**config.mk**
```make
export PLATFORM = sky130hd
export DESIGN_NAME = precode_lanes_flat
export DESIGN_NICKNAME = d
export VERILOG_FILES = /design/src/rtl/precode_lanes_pkg.sv /design/src/rtl/precode_lanes_if.sv /design/src/rtl/precode_lanes_skid.sv /design/src/rtl/precode_lanes.sv /design/src/flat_wrapper.sv
export SDC_FILE = /design/constraint.sdc
export NUM_CORES = 1
export LEC_CHECK = 0
export BUFFER_PORTS_ARGS = -buffer_cell sky130_fd_sc_hd__buf_2
export CORE_UTILIZATION = 40
export CTS_CLUSTER_DIAMETER = 150
export DETAILED_ROUTE_END_ITERATION = 10
export HOLD_SLACK_MARGIN = 0.05
export PLACE_DENSITY = 0.72
export REMOVE_ABC_BUFFERS = 1
export SLEW_MARGIN = 20
export SYNTH_ARGS = -nofsm -noshare
export SYNTH_HDL_FRONTEND = slang
export SYNTH_SLANG_ARGS = --single-unit
```
**constraint.sdc**
```tcl
create_clock -name clk -period 4.7 [get_ports clk]
set_input_delay 0.235 -clock clk [delete_from_list [all_inputs] [get_ports clk]]
set_output_delay 0.235 -clock clk [all_outputs]
set_load 0.01 [all_outputs]
```
**src/rtl/precode_lanes_pkg.sv**
```systemverilog
// Shared constants and lane-extraction helper for the 1/(1+D) modulo precoder.
package precode_pkg;
  localparam logic MODE_BYPASS  = 1'b0;
  localparam logic MODE_PRECODE = 1'b1;
  localparam int   DIR_TX       = 0;
  localparam int   DIR_RX       = 1;

  // Widest lane and beat the helper handles; callers cast to their own width.
  localparam int LANE_W_MAX = 8;
  localparam int DATA_W_MAX = 256;

  typedef logic [LANE_W_MAX-1:0] lane_max_t;
  typedef logic [DATA_W_MAX-1:0] data_max_t;

  function automatic lane_max_t lane_get(input data_max_t data, input int i, input int bits);
    return lane_max_t'(data >> (i * bits));
  endfunction
endpackage

```
**src/rtl/precode_lanes_if.sv**
```systemverilog
// Stream and configuration bundle between the precoder and its neighbours.
interface precode_lanes_if #(
  parameter int BITS  = 2,
  parameter int LANES = 4
);
  logic                  cfg_mode;
  logic                  cfg_load;
  logic [LANES*BITS-1:0] in_data;
  logic                  in_sof;
  logic                  in_valid;
  logic                  in_ready;
  logic [LANES*BITS-1:0] out_data;
  logic                  out_sof;
  logic                  out_valid;
  logic                  out_ready;
  logic                  mode_act;

  modport master (
    output cfg_mode, cfg_load, in_data, in_sof, in_valid, out_ready,
    input  in_ready, out_data, out_sof, out_valid, mode_act
  );

  modport slave (
    input  cfg_mode, cfg_load, in_data, in_sof, in_valid, out_ready,
    output in_ready, out_data, out_sof, out_valid, mode_act
  );
endinterface

```
**src/rtl/precode_lanes_skid.sv**
```systemverilog
// Two-entry skid buffer; ready is registered so upstream never sees out_ready combinationally.
module precode_skid #(
  parameter int W = 9
) (
  input  logic         clk,
  input  logic         rst,
  input  logic [W-1:0] wr_data,
  input  logic         wr_valid,
  output logic         wr_ready,
  output logic [W-1:0] rd_data,
  output logic         rd_valid,
  input  logic         rd_ready
);
  logic [1:0][W-1:0] ent;
  logic              wp, rp;
  logic [1:0]        cnt, cnt_nxt;
  logic              push, pop;

  assign push     = wr_valid & wr_ready;
  assign pop      = rd_valid & rd_ready;
  assign cnt_nxt  = cnt + 2'(push) - 2'(pop);
  assign rd_valid = (cnt != 2'd0);
  assign rd_data  = ent[rp];

  always_ff @(posedge clk or posedge rst) begin
    if (rst) begin
      ent      <= '0;
      wp       <= 1'b0;
      rp       <= 1'b0;
      cnt      <= 2'd0;
      wr_ready <= 1'b0;
    end else begin
      if (push) begin
        ent[wp] <= wr_data;
        wp      <= ~wp;
      end
      if (pop) rp <= ~rp;
      cnt      <= cnt_nxt;
      wr_ready <= (cnt_nxt != 2'd2);
    end
  end
endmodule

```
**src/rtl/precode_lanes.sv**
```systemverilog
// Multi-lane 1/(1+D) mod 2^BITS precoder (TX) or decoder (RX) with frame-aligned mode switching.
module precode_lanes
  import precode_pkg::*;
#(
  parameter int BITS     = 2,
  parameter int LANES    = 4,
  parameter int DIR      = DIR_TX,
  parameter bit MODE_RST = MODE_PRECODE
) (
  input logic            clk,
  input logic            rst,
  precode_lanes_if.slave bus
);
  localparam int W = LANES * BITS;

  logic                        in_ready, accept, sof_acc;
  logic                        pend, pend_eff, mode_act, mode_use;
  logic [BITS-1:0]             mem, base, prev, mem_nxt;
  logic [LANES-1:0][BITS-1:0]  x, y;
  logic [W:0]                  rd_data;

  assign accept   = bus.in_valid & in_ready;
  assign sof_acc  = accept & bus.in_sof;
  // A load coinciding with an accepted sof already governs that beat.
  assign pend_eff = bus.cfg_load ? bus.cfg_mode : pend;
  assign mode_use = sof_acc ? pend_eff : mode_act;
  assign base     = bus.in_sof ? '0 : mem;

  for (genvar i = 0; i < LANES; i++) begin : g_lane
    assign x[i] = BITS'(lane_get(data_max_t'(bus.in_data), i, BITS));
  end

  // Lane 0 is earliest; each lane's predecessor is the previous lane (or mem).
  always_comb begin
    y    = '0;
    prev = base;
    for (int i = 0; i < LANES; i++) begin
      if (DIR == DIR_TX) begin
        y[i] = (mode_use == MODE_PRECODE) ? x[i] - prev : x[i];
        prev = y[i];
      end else begin
        y[i] = (mode_use == MODE_PRECODE) ? x[i] + prev : x[i];
        prev = x[i];
      end
    end
  end

  assign mem_nxt = (mode_use == MODE_BYPASS) ? '0 :
                   (DIR == DIR_TX) ? y[LANES-1] : x[LANES-1];

  always_ff @(posedge clk or posedge rst) begin
    if (rst) begin
      pend     <= MODE_RST;
      mode_act <= MODE_RST;
      mem      <= '0;
    end else begin
      pend <= pend_eff;
      if (sof_acc) mode_act <= pend_eff;
      if (accept)  mem      <= mem_nxt;
    end
  end

  precode_skid #(.W(W + 1)) u_skid (
    .clk      (clk),
    .rst      (rst),
    .wr_data  ({bus.in_sof, y}),
    .wr_valid (bus.in_valid),
    .wr_ready (in_ready),
    .rd_data  (rd_data),
    .rd_valid (bus.out_valid),
    .rd_ready (bus.out_ready)
  );

  assign {bus.out_sof, bus.out_data} = rd_data;
  assign bus.in_ready = in_ready;
  assign bus.mode_act = mode_act;
endmodule

```
**src/flat_wrapper.sv**
```systemverilog
// flat-port wrapper written by rule: the top's interface ports become plain ports
module precode_lanes_flat import precode_pkg::*;
#(
  parameter int BITS     = 2,
  parameter int LANES    = 4,
  parameter int DIR      = DIR_TX,
  parameter bit MODE_RST = MODE_PRECODE
)
  (clk, rst, bus_cfg_mode, bus_cfg_load, bus_in_data, bus_in_sof, bus_in_valid, bus_out_ready, bus_in_ready, bus_out_data, bus_out_sof, bus_out_valid, bus_mode_act);
  precode_lanes_if #(.BITS(BITS), .LANES(LANES)) bus_i ();
  input logic clk;
  input logic rst;
  input wire logic [$bits(bus_i.cfg_mode)-1:0] bus_cfg_mode;
  input wire logic [$bits(bus_i.cfg_load)-1:0] bus_cfg_load;
  input wire logic [$bits(bus_i.in_data)-1:0] bus_in_data;
  input wire logic [$bits(bus_i.in_sof)-1:0] bus_in_sof;
  input wire logic [$bits(bus_i.in_valid)-1:0] bus_in_valid;
  input wire logic [$bits(bus_i.out_ready)-1:0] bus_out_ready;
  output wire logic [$bits(bus_i.in_ready)-1:0] bus_in_ready;
  output wire logic [$bits(bus_i.out_data)-1:0] bus_out_data;
  output wire logic [$bits(bus_i.out_sof)-1:0] bus_out_sof;
  output wire logic [$bits(bus_i.out_valid)-1:0] bus_out_valid;
  output wire logic [$bits(bus_i.mode_act)-1:0] bus_mode_act;
  assign bus_i.cfg_mode = bus_cfg_mode;
  assign bus_i.cfg_load = bus_cfg_load;
  assign bus_i.in_data = bus_in_data;
  assign bus_i.in_sof = bus_in_sof;
  assign bus_i.in_valid = bus_in_valid;
  assign bus_i.out_ready = bus_out_ready;
  assign bus_in_ready = bus_i.in_ready;
  assign bus_out_data = bus_i.out_data;
  assign bus_out_sof = bus_i.out_sof;
  assign bus_out_valid = bus_i.out_valid;
  assign bus_mode_act = bus_i.mode_act;
  precode_lanes #(.BITS(BITS), .LANES(LANES), .DIR(DIR), .MODE_RST(MODE_RST)) u_core (.clk(clk), .rst(rst), .bus(bus_i));
endmodule
```
==> metrics.yaml, run 1 <==
status:
  outcome: "completed"
sta:
  min_period_over_period_pct: 77.7
  drv_slew: 0
  skew_ns: 0.00494
  layout_min_cycle_time_ns: 3.65
  hold_violations: 0
  setup-violations-final: 0
  worst_pin_slew_ns: 0.942
  clock.fmax_mhz: 274
  setup_tns_ns: 0
  rsz0062_at_grt: "no"
  slew_headroom_pct: 36.8
die:
  die_h_um: 61.9
  die_area_mm2: 0.00383
  row_count: 21
  start_util_pct: 42.4
  core_area_mm2: 0.00339
  die_w_um: 61.9
  io_pins: 27
global_routing:
  grt_overflow: 0
  grt_max_degree: 28
  grt_usage_pct: 16.1
  grt_first_pass_wirelength_mm: 4.37
  grt_pass1_vias: 1022
  antenna_found_initial: 0
drt:
  first_pass_iters: 4
  drc: 0
  top_layer: "met4"
  dr_wl_met2_mm: 1.35
  wl_met1_mm: 1.23
  route.antenna.remaining_nets: 0
  via_count: 1025
  routed_wl_mm: 2.69
  wl_per_cell_um: 12.5
  viasPerCell: 4.77
  wl_met3_um: 75
  drt_iter0_drc: 66
clocking:
  cts_sinks: 27
  cts_resized: 0
  post_cts.repair.setup_buffers: 0
  cts-root-buf: "clkbuf_4"
  cts_tree: "yes"
  clockBufferDepth: 2
  clk_latency_ns: 0.33
  cts.htree.levels: 1
  numCtsBuffers: 3
  clkTransAtPathRegs_ns: 0.14
logic_synthesis:
  synth-edff-count: 0
  yosysUniqueCellTypes: 27
  ys_seq_elements: 27
  synth_warnings: 0
  yosysSeqAreaShare_pct: 47.2
  netlist_area_mm2: 0.00144
  async_reset_ff_share_pct: 100
  syn_area_per_cell_um2: 10.1
  syn_inst: 142
  yosys_most_used_dff: "dfrtp_1"
setup_path:
  criticalPathCategory: "flip-flop to flip-flop"
  path_max_fanout: 14
  arrival_ns: 3.88
  cp.required_ns: 4.93
  cp-start-kind: "flip-flop"
  cp-end-kind: "flip-flop"
finish:
  n_antenna_cell: 0
  nNetsFinal: 191
  areaGrowthSynthToFinish_pct: 14.7
  drive_gt1_share_pct: 29.0
  fin_util_pct: 48.6
pwr:
  irDropWorstVdd_mv: 0.272
  total_power_mw: 1.06
  p_per_area_mw_per_mm2: 645
  p_leak_nw: 0.810
placed_design:
  gp_congestion: 0.800
  io_buffers: 26
  dp_hpwl_mm: 1.99
flow_run:
  drv_cap: 0
min_path:
  hold_path_class: "primary input to flip-flop"
## where the power goes
part | internal (mW) | total, mW | switching, mW
combinational | 0.263 | 0.549 | 0.287
clock | 0.0333 | 0.0999 | 0.0666
sequential | 0.342 | 0.413 | 0.0706
## critical path: stages (launching register included)
cell and delay [ns]:
dfrtp_1 0.44, nand3_1 0.14, mux2i_1 0.19, buf_4 0.21, nor2_1 0.06, a21oi_1 0.17
inv_1 0.08, ha_1 0.27, nor2_1 0.04, a21oi_1 0.21, inv_1 0.08, ha_1 0.27
nor2_1 0.04, a21oi_1 0.19, inv_1 0.07, ha_1 0.19, xnor2_1 0.26, xor2_1 0.22
a21oi_1 0.11, o31a_1 0.30
## stage by stage
| stage | instance area (um^2) | cells | worst slack [ns] | hold slack [ns] |
|---|---|---|---|---|
| 2_1_floorplan | 1420 | 137 | 0.999 | 0.286 |
| 3_3_place_gp | 1610 | 210 | 1.15 | 0.456 |
| 3_5_place_dp | 1610 | 210 | 1.04 | 0.464 |
| 4_1_cts | 1640 | 214 | 1.05 | 0.138 |
| 5_1_grt | 1650 | 215 | 0.721 | 0.132 |
| 6_report | 1650 | 215 | 1.05 | 0.147 |
## kinds of logic (layout without fill, tap and decap cells)
logic type,count (synthesis),count (layout),synth area share (%)
and+or+nand+nor,43,43,13.0
DFF,27,27,47.2
AOI/OAI and AO/OA,23,23,9.50
buffers and inverters,16,43,4.27
xor gates and xnor gates,15,15,11.5
muxes,12,12,9.32
adders and majority gates,6,6,5.23
## registers in the layout (all words and copies together), names as in the netlist
register                cells
u_core.u_skid.ent          18
u_core.pend                 1
u_core.u_skid.rp            1
u_core.mem                  2
u_core.u_skid.cnt           2
u_core.u_skid.wp            1
u_core.bus.mode_act         1
u_core.u_skid.wr_ready      1
## path summary, 6_finish.rpt
check	start	endpoint	slack, ns	cells past startpoint
worst min-delay path	bus_cfg_mode	u_core.pend$_DFF_PP1_	0.15	2
min in group asynchronous	rst	u_core.u_skid.ent[1]$_DFFE_PP0P_	0.52	3
worst min register to register	u_core.u_skid.ent[14]$_DFFE_PP0P_	u_core.u_skid.ent[14]$_DFFE_PP0P_	0.49	2
max in group asynchronous	rst	u_core.u_skid.ent[15]$_DFFE_PP0P_	3.74	3
worst max-delay path	u_core.u_skid.wr_ready$_DFF_PP0_	u_core.u_skid.ent[7]$_DFFE_PP0P_	1.05	19
worst max register to register	u_core.u_skid.wr_ready$_DFF_PP0_	u_core.u_skid.ent[7]$_DFFE_PP0P_	1.05	19
## final cells by class
class                      count  area, um^2
multi-input combinational     99         697
tap                           46        57.6
timing repair buffer          28         148
fill                         315        1740
clock buffer                   4        26.3
sequential                    27         678
inverter                      11        41.3
## cells in the final DEF (no fill, tap or decap), types with 2 or more instances in the layout
cell / count
a21oi_1: 5
buf_2: 26
clkbuf_4: 3
dfrtp_1: 25
dfstp_2: 2
ha_1: 6
inv_1: 10
mux2_2: 11
nand2_1: 23
nand2b_1: 3
nand3_1: 2
nor2_1: 9
o21ai_0: 14
o31a_1: 2
or2_2: 2
xnor2_1: 8
xor2_1: 4
## Yosys cell counts, types with 2 or more instances
library cell	instances	share of area, %
or2_2	2	0.87
inv_1	11	2.9
mux2_2	11	8.6
o31a_1	2	1.2
nor2_1	9	2.4
nand3_1	2	0.70
xnor2_1	8	4.9
nand2_1	23	6.0
o21ai_0	14	4.9
ha_1	6	5.2
nand2b_1	3	1.3
a21oi_1	5	1.7
dfrtp_1	25	44
xor2_1	4	2.4
clkbuf_1	4	1.0
dfstp_2	2	3.7
## repair_timing
item,in CTS,in global routing
endpoints found under the hold margin,0,25
endpoints found under the setup margin,0,0
hold buffers,0,1
## routing by layer
metal  vias up  track usage [%]
li1        516                -
met1       487             19.0
met2        18             28.0
met3         4             2.90
met4         0             8.25
met5         -                0
Note: power is estimated with default switching activity, not from simulation.
==> run 2: changes to the inputs <==
==> constraint.sdc (replaced) <==
create_clock -name clk -period 3.5 [get_ports clk]
set_input_delay 0.175 -clock clk [delete_from_list [all_inputs] [get_ports clk]]
set_output_delay 0.175 -clock clk [all_outputs]
set_load 0.01 [all_outputs]
==> metrics.yaml, run 2 (synthesis gave the netlist of run 1 again) <==
status:
  outcome: "completed"
finish:
  n_antenna_cell: 0  # unchanged
  largest_register: "u_core.u_skid.ent"
  largestRegisters: "u_core.u_skid.ent x18, u_core.mem x2, u_core.u_skid.cnt x2"
  largest_reg_flops: 18  # unchanged
  areaGrowthSynthToFinish_pct: 17.4
  final_cell_mix: "buf_2, dfrtp_1, nand2_1"
  drive_gt1_share_pct: 33.3  # +4.3 points
  mostFrequentLayoutCell: "buf_2"
  final_cells: 217  # +0.93%
  nNetsFinal: 193  # +1.0%
pwr:
  switchingPower_uw: 589  # +39%
  p_clk_share_pct: 9.2  # -0.2 points
  combPwrFrac_pct: 52.6  # +0.9 points
  p_leak_nw: 0.825  # +1.8%
  p_int_uw: 877  # +37%
  irDropWorstVdd_mv: 0.378  # +39%
  p_seq_share_pct: 38.2  # -0.7 points
  total_power_mw: 1.47  # +38%
  swShare_pct: 40.2  # +0.28 points
  p_per_area_mw_per_mm2: 869  # +35%
flow_run:
  drv_cap: 0  # unchanged
sta:
  slew_headroom_pct: 36.2  # -0.57 points
  worst_pin_slew_ns: 0.951  # +0.00857 ns
  setup-violations-final: 0  # unchanged
  drv_slew: 0  # unchanged
  layout_min_cycle_time_ns: 3.27  # -0.378 ns
  clock.fmax_mhz: 305  # +12%
  hold_violations: 0  # unchanged
  min_period_over_period_pct: 93.6  # +16 points
  skew_ns: 0.0143  # +0.00935 ns
  setup_ws_ns: 0.226  # -0.822 ns
clocking:
  cts_tree: "yes"
  clockBufferDepth: 2  # unchanged
  cts-root-buf: "clkbuf_4"
  cts.htree.levels: 1  # unchanged
  cts_sinks: 27  # unchanged
  clk_latency_ns: 0.33  # about the same
  numCtsBuffers: 3  # unchanged
  clkTransAtPathRegs_ns: 0.15  # about the same
die:
  io_pins: 27  # unchanged
  die_area_mm2: 0.00383  # unchanged
  row_count: 21  # unchanged
  start_util_pct: 42.4  # unchanged
  die_w_um: 61.9  # unchanged
  core_area_mm2: 0.00339  # unchanged
  die_h_um: 61.9  # unchanged
drt:
  wl_per_cell_um: 12.7  # +1.4%
  drt_iter0_drc: 56  # -15%
  first_pass_iters: 6  # +2
  drc: 0  # unchanged
  routed_wl_mm: 2.75  # +2.3%
  via_count: 1068  # +4.2%
  viasPerCell: 4.92  # +3.2%
  route.antenna.remaining_nets: 0  # unchanged
placed_design:
  preCtsSetupSlack_ns: 0.0665  # -0.978 ns
  dp_hpwl_mm: 2.05  # +3.3%
  io_buffers: 26  # unchanged
  dp_cells: 211  # +0.48%
  gp_congestion: 0.756  # -5.6%
setup_path:
  crit_path_top_delay_cell: "dfstp_2"
  cp.required_ns: 3.74  # -1.19 ns
  path_max_fanout: 3  # -11
  cp-end-kind: "flip-flop"
  slowest_delay_ns: 0.54  # +0.10 ns
  criticalPathCategory: "flip-flop to flip-flop"
  crit_chain: "mux2_2, mux2i_2, buf_4, a21oi_2, inv_1, ha_1, nor2_1, a21oi_2, inv_1, ha_1, nor2_1, a21oi_2, inv_1, ha_1, xnor2_2, xor2_1, a21oi_1, o31a_1"
  cp-start-kind: "flip-flop"
  arrival_ns: 3.51  # -0.37 ns
global_routing:
  antenna_found_initial: 0  # unchanged
  grt_overflow: 0  # unchanged
  grt_max_degree: 28  # unchanged
  grt_first_pass_wirelength_mm: 4.46  # +1.9%
  grt_usage_pct: 16.1  # +0.051 points
  grt_pass1_vias: 1042  # +2.0%
min_path:
  hold_path_class: "primary input to flip-flop"
## run 2: cell count changes in the layout (fill, tap and decap cells not counted)
cell,before,now
xnor2_2,1,2
xnor2_1,8,7
buf_4,1,3
mux2i_2,0,1
a21oi_2,0,3
clkbuf_1,1,0
clkinv_2,0,1
a21oi_1,5,2
mux2i_1,1,0
## run 2: power by group through the flow
stage	clock [mW]	combinational, mW	sequential [mW]
floorplan	0	0.550	0.537
global placement	0	0.720	0.552
detailed placement	0	0.751	0.569
CTS	0.139	0.757	0.560
global route	0.152	0.881	0.580
finish	0.135	0.771	0.560
## run 2: worst max-delay path: cells and delay by family (launching register included)
family	cells	cell delay (ns)
flip-flops	1	0.54
AND/OR/NAND/NOR	2	0.10
adder cells (fa/ha/maj)	3	0.74
buffers and inverters	4	0.33
AO/OA/AOI/OAI	5	0.82
XOR/XNOR	2	0.43
multiplexers	2	0.24
## run 2: final cells by class
| cell class | instances | area, um^2 |
|---|---|---|
| clock inverter | 1 | 5.00 |
| multi-input combinational | 99 | 719 |
| clock buffer | 3 | 22.5 |
| sequential | 27 | 678 |
| tap | 46 | 57.6 |
| fill | 337 | 1700 |
| inverter | 11 | 41.3 |
| timing repair buffer | 30 | 163 |
## run 2: path summary, 6_finish.rpt
| path | startpoint | end | slack (ns) | depth (start not counted) |
|---|---|---|---|---|
| worst max-delay path | u_core.pend$_DFF_PP1_ | u_core.u_skid.ent[7]$_DFFE_PP0P_ | 0.23 | 18 |
| worst min-delay path | bus_in_sof | u_core.u_skid.ent[8]$_DFFE_PP0P_ | 0.11 | 3 |
| worst max register to register | u_core.pend$_DFF_PP1_ | u_core.u_skid.ent[7]$_DFFE_PP0P_ | 0.23 | 18 |
| worst min register to register | u_core.u_skid.ent[12]$_DFFE_PP0P_ | u_core.u_skid.ent[12]$_DFFE_PP0P_ | 0.49 | 2 |
| max in group asynchronous | rst | u_core.u_skid.ent[9]$_DFFE_PP0P_ | 2.59 | 3 |
| min in group asynchronous | rst | u_core.u_skid.ent[3]$_DFFE_PP0P_ | 0.46 | 3 |
## run 2: timing repair
action / 4_1_cts / 5_1_grt
hold endpoints to repair: 0 / 25
gates resized for setup: 0 / 5
hold buffers: 0 / 1
setup buffers: 0 / 1
setup endpoints to repair: 0 / 3
## run 2: through the flow
step                      instance area, um^2  hold WS, ns  setup TNS [ns]  util, %
after floorplan                          1420        0.226          -0.494        -
after global placement                   1620        0.432               0     47.8
after detailed placement                 1620        0.435               0     47.8
after CTS                                1650       0.0943               0     48.6
after global routing                     1690       0.0884         -0.0213     49.8
final                                    1690        0.112               0     49.8
## run 2: per-layer routing
| metal | vias up | part of all wire, % | global-route usage, % |
|---|---|---|---|
| met5 | - | 0 | 0 |
| li1 | 521 | - | - |
| met1 | 513 | 44 | 19.8 |
| met3 | 4 | 4.0 | 2.48 |
| met2 | 30 | 51 | 29.2 |
| met4 | 0 | 0.98 | 4.76 |
==> run 3: changes to the inputs <==
--- a/config.mk
+++ b/config.mk
@@ -16,3 +16,4 @@
 export SYNTH_ARGS = -nofsm -noshare
 export SYNTH_HDL_FRONTEND = slang
 export SYNTH_SLANG_ARGS = --single-unit
+export TNS_END_PERCENT = 100
==> constraint.sdc (replaced) <==
create_clock -name clk -period 4.2 [get_ports clk]
set_input_delay 0.21 -clock clk [delete_from_list [all_inputs] [get_ports clk]]
set_output_delay 0.21 -clock clk [all_outputs]
set_load 0.01 [all_outputs]
==> metrics.yaml, run 3 (synthesis gave the netlist of run 1 again) <==
status:
  outcome: "completed"
finish:
  n_antenna_cell: 0  # unchanged
  drive_gt1_share_pct: 29.6  # -3.7 points
  nNetsFinal: 191  # -1.0%
  largestRegisters: "u_core.u_skid.ent x18, u_core.mem x2, u_core.u_skid.cnt x2"
  largest_register: "u_core.u_skid.ent"
  final_cell_mix: "buf_2, dfrtp_1, nand2_1"
  mostFrequentLayoutCell: "buf_2"
  multi_input_area_um2: 697  # -3.1%
  areaGrowthSynthToFinish_pct: 15.0
  fillers: 332  # -1.5%
  register_area_um2: 678  # unchanged
  largest_reg_flops: 18  # unchanged
clocking:
  cts-root-buf: "clkbuf_4"
  cts_tree: "yes"
  clk_latency_ns: 0.34  # about the same
  postCtsHoldBufs: 0  # unchanged
  clockBufferDepth: 2  # unchanged
  cts_sinks: 27  # unchanged
  numCtsBuffers: 3  # unchanged
  cts.htree.levels: 1  # unchanged
  cts_resized: 0  # unchanged
  post_cts.repair.setup_buffers: 0  # unchanged
  clkTransAtPathRegs_ns: 0.15  # about the same
sta:
  worst_pin_slew_ns: 0.942  # -0.00875 ns
  rsz0062_at_grt: "no"
  skew_ns: 0.00544  # -0.00885 ns
  slew_headroom_pct: 36.8  # +0.59 points
  setup_tns_ns: 0  # unchanged
  hold_violations: 0  # unchanged
  layout_min_cycle_time_ns: 3.71  # +0.432 ns
  min_period_over_period_pct: 88.2  # -5.3 points
  drv_slew: 0  # unchanged
  clock.fmax_mhz: 270  # -12%
  setup-violations-final: 0  # unchanged
global_routing:
  grt_max_degree: 28  # unchanged
  grt_first_pass_wirelength_mm: 4.40  # -1.4%
  grt_usage_pct: 16.3  # +0.18 points
  grt_overflow: 0  # unchanged
  grt_pass1_vias: 1020  # -2.1%
  antenna_found_initial: 0  # unchanged
setup_path:
  slowest_delay_ns: 0.39  # -0.15 ns
  reg2reg_slack_ns: 0.49  # +0.27 ns
  crit_start: "u_core.pend$_DFF_PP1_"
  reg2reg_to: "u_core.u_skid.ent[7]$_DFFE_PP0P_"
  crit_path_top_delay_cell: "dfstp_2"
  r2r-start: "u_core.pend$_DFF_PP1_"
  arrival_ns: 3.95  # +0.44 ns
  crit_cells: 19  # +1
  worst_path_most_repeated_cell: "a21oi_1"
  criticalPathCategory: "flip-flop to flip-flop"
  path_buf_inv: 4  # unchanged
  cp-start-kind: "flip-flop"
  crit_chain: "mux2_2, mux2i_1, buf_4, nor2_1, a21oi_1, inv_1, ha_1, nor2_1, a21oi_1, inv_1, ha_1, nor2_1, a21oi_1, inv_1, ha_1, xnor2_1, xor2_1, a21oi_1, o31a_1"
  cp-end-kind: "flip-flop"
  cp.required_ns: 4.44  # +0.70 ns
  path_max_fanout: 14  # +11
  crit_end: "u_core.u_skid.ent[7]$_DFFE_PP0P_"
  reg2regPathDepth: 19  # +1
  crit_family: "compound AO/OA/AOI/OAI gates"
placed_design:
  dp_hpwl_mm: 2.03  # -1.0%
  io_buffers: 26  # unchanged
  gp_congestion: 0.779  # +3.1%
drt:
  dr_wl_met2_mm: 1.34  # -3.3%
  via_count: 1040  # -2.6%
  drc: 0  # unchanged
  routed_wl_mm: 2.73  # -0.51%
  first_pass_iters: 4  # -2
  wl_per_cell_um: 12.7  # +0.42%
  drt_iter0_drc: 38  # -32%
  top_layer: "met4"
  viasPerCell: 4.84  # -1.7%
  wl_met1_mm: 1.20  # -1.2%
  route.antenna.remaining_nets: 0  # unchanged
  wl_met3_um: 115  # +3.6%
die:
  die_area_mm2: 0.00383  # unchanged
  row_count: 21  # unchanged
  start_util_pct: 42.4  # unchanged
  io_pins: 27  # unchanged
  die_h_um: 61.9  # unchanged
  die_w_um: 61.9  # unchanged
  core_area_mm2: 0.00339  # unchanged
pwr:
  total_power_mw: 1.20  # -18%
  irDropWorstVdd_mv: 0.307  # -19%
  p_leak_nw: 0.809  # -1.9%
  p_per_area_mw_per_mm2: 728  # -16%
min_path:
  hold_path_class: "primary input to flip-flop"
flow_run:
  drv_cap: 0  # unchanged
## run 3: final cells by class
cell class / count / share of cell area, %
clock buffer: 3 / 1.36
clock inverter: 1 / 0.455
inverter: 11 / 2.50
multi-input combinational: 99 / 42.2
sequential: 27 / 41.1
tap: 46 / 3.48
timing repair buffer: 28 / 8.94
## run 3: worst min-delay path by stage
stage | cells after the start | to | from | slack (ns)
finish | 2 | u_core.pend$_DFF_PP1_ | bus_cfg_mode | 0.11
global route | 2 | u_core.pend$_DFF_PP1_ | bus_cfg_mode | 0.12
CTS | 2 | u_core.pend$_DFF_PP1_ | bus_cfg_mode | 0.1
detailed placement | 2 | u_core.pend$_DFF_PP1_ | bus_cfg_mode | 0.46
global placement | 2 | u_core.u_skid.ent[8]$_DFFE_PP0P_ | u_core.u_skid.ent[8]$_DFFE_PP0P_ | 0.46
floorplan | 1 | u_core.mem[0]$_DFFE_PP0N_ | rst | 0.26
## run 3: power breakdown
group | internal, mW | leakage, nW | switching (mW)
Sequential | 0.383 | 0.326 | 0.0796
Clock | 0.0366 | 0.0139 | 0.0830
Combinational | 0.293 | 0.469 | 0.327
## run 3: metrics by stage
stage	instance area (um^2)	hold slack, ns	setup slack [ns]	utilization, %	instances
floorplan	1420	0.261	0.499	-	137
finish	1650	0.110	0.494	48.7	215
global placement	1610	0.456	0.665	47.5	210
detailed placement	1610	0.463	0.504	47.5	210
global route	1650	0.115	0.147	48.7	215
CTS	1640	0.0977	0.481	48.4	214
## run 3: layer usage
layer	vias to the layer above	global-route usage [%]
li1	515	-
met1	493	18.8
met2	24	27.8
met3	8	2.48
met4	0	11.4
met5	-	0
